==> config.mk <==
export PLATFORM = sky130hd
export DESIGN_NAME = if_stage
export DESIGN_NICKNAME = d
export VERILOG_FILES = /design/src/rtl/if_stage.sv
export SDC_FILE = /design/constraint.sdc
export NUM_CORES = 1
export LEC_CHECK = 0
export ABC_AREA = 1
export CORE_MARGIN = 8
export CORE_UTILIZATION = 40
export DETAILED_ROUTE_END_ITERATION = 10
export HOLD_SLACK_MARGIN = 0.02
export PLACE_DENSITY = 0.67
export SLEW_MARGIN = 20
export SYNTH_ARGS = -nofsm -noshare
export SYNTH_HDL_FRONTEND = slang
export SYNTH_SLANG_ARGS = --single-unit
==> constraint.sdc <==
create_clock -name clk -period 2.59 [get_ports clk]
set_input_delay 0.259 -clock clk [delete_from_list [all_inputs] [get_ports clk]]
set_output_delay 0.259 -clock clk [all_outputs]
set_load 0.03 [all_outputs]
==> src/rtl/if_stage.sv <==
// if_stage: instruction fetch with hazard stalls, a one-entry skid buffer and branch redirect.
// Requests hold address until the memory completes them; redirects mid-request drain via DISCARD.
`ifndef XLEN
`define XLEN 32
`endif
module if_stage #(
  parameter logic [`XLEN-1:0] RESET_PC = 32'h0000_0000,
  parameter logic [`XLEN-1:0] NOP_INST = 32'h0000_0013
) (
  input  logic              clk,
  input  logic              rst,
  input  logic              pcwrite,
  input  logic              ifidwrite,
  input  logic              branch_taken,
  input  logic [`XLEN-1:0]  branch_target,
  output logic              imem_req,
  output logic [`XLEN-1:0]  imem_addr,
  input  logic              imem_ready,
  input  logic [`XLEN-1:0]  imem_rdata,
  output logic [`XLEN-1:0]  instruction,
  output logic [`XLEN-1:0]  pc_id,
  output logic              valid_id
);
  typedef enum logic [1:0] {IDLE, FETCH, DISCARD} state_t;
  state_t state, state_nxt;
  logic [`XLEN-1:0] pc, req_addr, buf_inst, buf_pc;
  logic pend, buf_v, take;
  always_ff @(posedge clk or negedge rst)
    if (!rst) state <= IDLE;
    else state <= state_nxt;
  always_comb begin
    state_nxt = state == IDLE  ? FETCH :
                state == FETCH ? ((branch_taken && imem_req && !imem_ready) ? DISCARD : FETCH) :
                state == DISCARD ? (imem_ready ? FETCH : DISCARD) : IDLE;
  end
  // pend keeps an accepted request (and its address) alive until the memory completes it
  always_comb begin
    imem_req = (state == DISCARD) || (state == FETCH && (pend || (pcwrite && !buf_v)));
    imem_addr = pend ? req_addr : pc;
    take = imem_req && imem_ready && state == FETCH && !branch_taken;
  end
  always_ff @(posedge clk or negedge rst)
    if (!rst) begin
      pc <= RESET_PC;
      req_addr <= RESET_PC;
      pend <= 1'b0;
      buf_v <= 1'b0;
      buf_inst <= NOP_INST;
      buf_pc <= '0;
      instruction <= NOP_INST;
      pc_id <= '0;
      valid_id <= 1'b0;
    end else begin
      pend <= imem_req && !imem_ready;
      if (imem_req) req_addr <= imem_addr;
      if (branch_taken) pc <= branch_target & ~`XLEN'(3);
      else if (take) pc <= pc + `XLEN'(4);
      if (branch_taken) begin
        buf_v <= 1'b0;
        instruction <= NOP_INST;
        valid_id <= 1'b0;
      end else begin
        if (ifidwrite) begin
          instruction <= buf_v ? buf_inst : take ? imem_rdata : NOP_INST;
          pc_id <= buf_v ? buf_pc : take ? imem_addr : pc_id;
          valid_id <= buf_v || take;
        end
        if (take && (buf_v || !ifidwrite)) begin
          buf_v <= 1'b1;
          buf_inst <= imem_rdata;
          buf_pc <= imem_addr;
        end else if (ifidwrite) buf_v <= 1'b0;
      end
    end
endmodule

==> results.json <==
{
  "clock-skew-final_ps": 12.2,
  "multiInputGateArea_um2": 3890,
  "drt_iter0_drc": 648,
  "crit_path_frequent_cell": "nand2_1",
  "endpoint_kind": "primary output",
  "synth-main-ff-cell": "dfrtp_1",
  "synth-simple-area-share_pct": 24.5,
  "drc": 0,
  "antenna_found_initial": 1,
  "finalHoldViolCount": 0,
  "cts_root_buf": "clkbuf_16",
  "grt_use_met1_pct": 26.4,
  "grt_pass1_wl_mm": 43.1,
  "crit_required_ps": 2330,
  "report.final.slew_viol_count": 0,
  "fin_nets": 1386,
  "synth_mux_area_share_pct": 3.90,
  "die_area_um2": 28400,
  "ys_ff_latch": 195,
  "synth_area_leaders": "dfrtp_1, nand2_1, o21ai_0, nor2_1, inv_1",
  "rsz0062_at_grt": "false",
  "yosysUniqueCellTypes": 35,
  "cts_made_buffers": 17,
  "synth-adder-area-share_pct": 0.135,
  "yosysTopAreaCell": "dfrtp_1",
  "synth-compound-area-share_pct": 12.1,
  "total_power_uw": 11200,
  "synth_edf_count": 0,
  "wl_per_cell_um": 16.4,
  "die_h_um": 168,
  "outcome": "complete, no violations",
  "ir_drop_v": 0.000403,
  "p_per_area_nw_per_um2": 940,
  "startpoint_type": "flop",
  "ys_warn_count": 0,
  "wl_mm": 26.5,
  "critPathMaxStageDelay_ps": 700,
  "post_cts_buffers": 0,
  "cts_buffer_depth": 2,
  "worstHoldPathType": "in2async",
  "dr.pass1.iters": 5,
  "yosys.cell_count.top_type": "nand2_1",
  "cpMaxStageDelayCell": "clkdlybuf4s50_1",
  "critPathMaxFanout": 43,
  "syn_avg_cell_area_um2": 8.01,
  "max_slew_margin_pct": 29.8,
  "ctsHtreeMaxLevel": 4,
  "worstPathArrival_ps": 2210,
  "vias_per_cell": 5.04,
  "top_usage_layer": "met2",
  "yosysSeqAreaShare_pct": 52.6,
  "fill_cells": 2141,
  "hpwl_mm": 18.8,
  "clock_sinks": 195,
  "row_count": 55,
  "regArea_um2": 4890,
  "path_clk_slew_ps": 70,
  "synth_common_cells": "nand2_1, dfrtp_1, o21ai_0",
  "worstSetupPathType": "reg2out",
  "synth_top_family_by_area": "simple AND/OR/NAND/NOR gates",
  "num_io_pins": 168,
  "crit_path_cell_trace": "buf_12 -> inv_4 -> nand2_1 -> nand2_1 -> clkdlybuf4s50_1",
  "ant_nets": 0,
  "grtUsageMet2_pct": 29.3,
  "cp_top_family": "buffers and inverters",
  "cts_tree": "done",
  "use_met3_pct": 3.86,
  "netlist_area_um2": 9290,
  "synth-async-reset-ratio_pct": 100,
  "cellLeakagePower_uw": 0.00540,
  "core-area_um2": 22700,
  "port_buffers": 165,
  "syn_inst": 1161,
  "grt_max_degree": 74,
  "dr_total_vias": 8141,
  "max_slew.worst_pin.slew_ps": 1050,
  "setup_tns_ps": 0,
  "dieWidth_um": 168,
  "clock_latency_ps": 430,
  "gp_congestion": 0.891,
  "globalRouteTotalUtil_pct": 18.9,
  "syn-num-nets": 1232,
  "crit_buf_inv": 3,
  "drv_cap": 0,
  "setup_viol": 0,
  "finalCriticalPeriod_ps": 2470,
  "start_util_pct": 40.9,
  "grt_pass1_vias": 7985,
  "yosys.area.top_type_share_pct": 50.9,
  "overflow": 0,
  "area_growth_pct": 27.8,
  "fmax_mhz": 406,
  "fin_crit_sh_pct": 95.2,
  "drive_gt1_share_pct": 8.21,
  "synth_xor_area_share_pct": 1.13
}
[worst paths after layout]
path	from	cells after the start	to	slack (ps)
max in group asynchronous	rst	3	req_addr[8]$_DFFE_PN0N_	1360
min in group clk	imem_rdata[4]	3	buf_inst[4]$_DFFE_PN1P_	370
worst min-delay path	rst	2	pc[29]$_DFFE_PN0P_	350
worst max-delay path	pend$_DFF_PN0_	5	imem_addr[3]	120
worst min register to register	buf_inst[1]$_DFFE_PN1P_	2	buf_inst[1]$_DFFE_PN1P_	460
worst max register to register	pend$_DFF_PN0_	7	buf_pc[0]$_DFFE_PN0P_	450
[final cells by class]
cell class	count	area share, %
multi-input cells	845	32.7
well taps	285	3.00
clock buffers	19	3.64
repair buffers	196	16.2
inverters	60	1.96
flip-flops and latches	195	41.2
diodes	2	0.0421
clock inverters	12	1.24
[worst register-to-register path, delay by kind of cell, from the launching register on]
kind / cells / cell delay [ps]
flip-flops: 1 / 390
AND/OR/NAND/NOR: 2 / 170
AO/OA/AOI/OAI: 2 / 260
buffers and inverters: 3 / 1150
[cells in the final DEF (no fill, tap or decap), types with 7 or more instances in the layout]
| cell | n |
|---|---|
| nand3_1 | 42 |
| mux2i_1 | 16 |
| clkdlybuf4s50_1 | 151 |
| o21ai_0 | 153 |
| mux2_2 | 18 |
| buf_4 | 37 |
| xor2_1 | 7 |
| nand2_1 | 458 |
| a21oi_1 | 39 |
| dfrtp_1 | 188 |
| inv_1 | 56 |
| o21ai_1 | 9 |
| nor2_1 | 70 |
| clkbuf_16 | 17 |
[cells by family (layout without fill, tap and decap cells)]
group	Yosys count	count (layout)
xor+xnor	12	12
other cells	0	2
simple gates	581	581
fa+ha+maj	1	1
compound gates	217	217
buf+inv	121	287
flops	195	195
mux	34	34
[registers in the layout, indices dropped and copies added (netlist names)]
| name | count |
|---|---|
| req_addr | 32 |
| valid_id | 1 |
| buf_pc | 32 |
| state | 2 |
| instruction | 32 |
| buf_v | 1 |
| pc | 30 |
| pend | 1 |
| pc_id | 32 |
| buf_inst | 32 |
[per-layer routing]
metal	routed length (um)	up-vias
met5	0	-
met4	387	0
met3	1410	25
met2	12200	222
met1	12600	3859
li1	-	4035
[power breakdown]
| part | switching [uW] | internal [uW] | total (uW) |
|---|---|---|---|
| logic | 2340 | 1550 | 3890 |
| registers | 568 | 4070 | 4630 |
| clock network | 1210 | 1440 | 2650 |
[metrics by stage]
step	setup WS [ps]	instance area, um2	utilization (%)	hold WS, ps	std cells
floorplan	649	9290	-	-36.6	1161
global placement	366	11300	49.7	286	1580
detailed placement	311	11300	49.7	288	1580
CTS	2.68	11900	52.3	344	1612
global route	25.8	11900	52.3	378	1613
finish	124	11900	52.3	347	1614
[timing repair]
| item | CTS | global route |
|---|---|---|
| hold buffers | 1 | 0 |
| hold endpoints to repair | 55 | 0 |
| setup endpoints to repair | 4 | 4 |
| gates resized for setup | 4 | 4 |
Power figures use the tool's default switching activity.
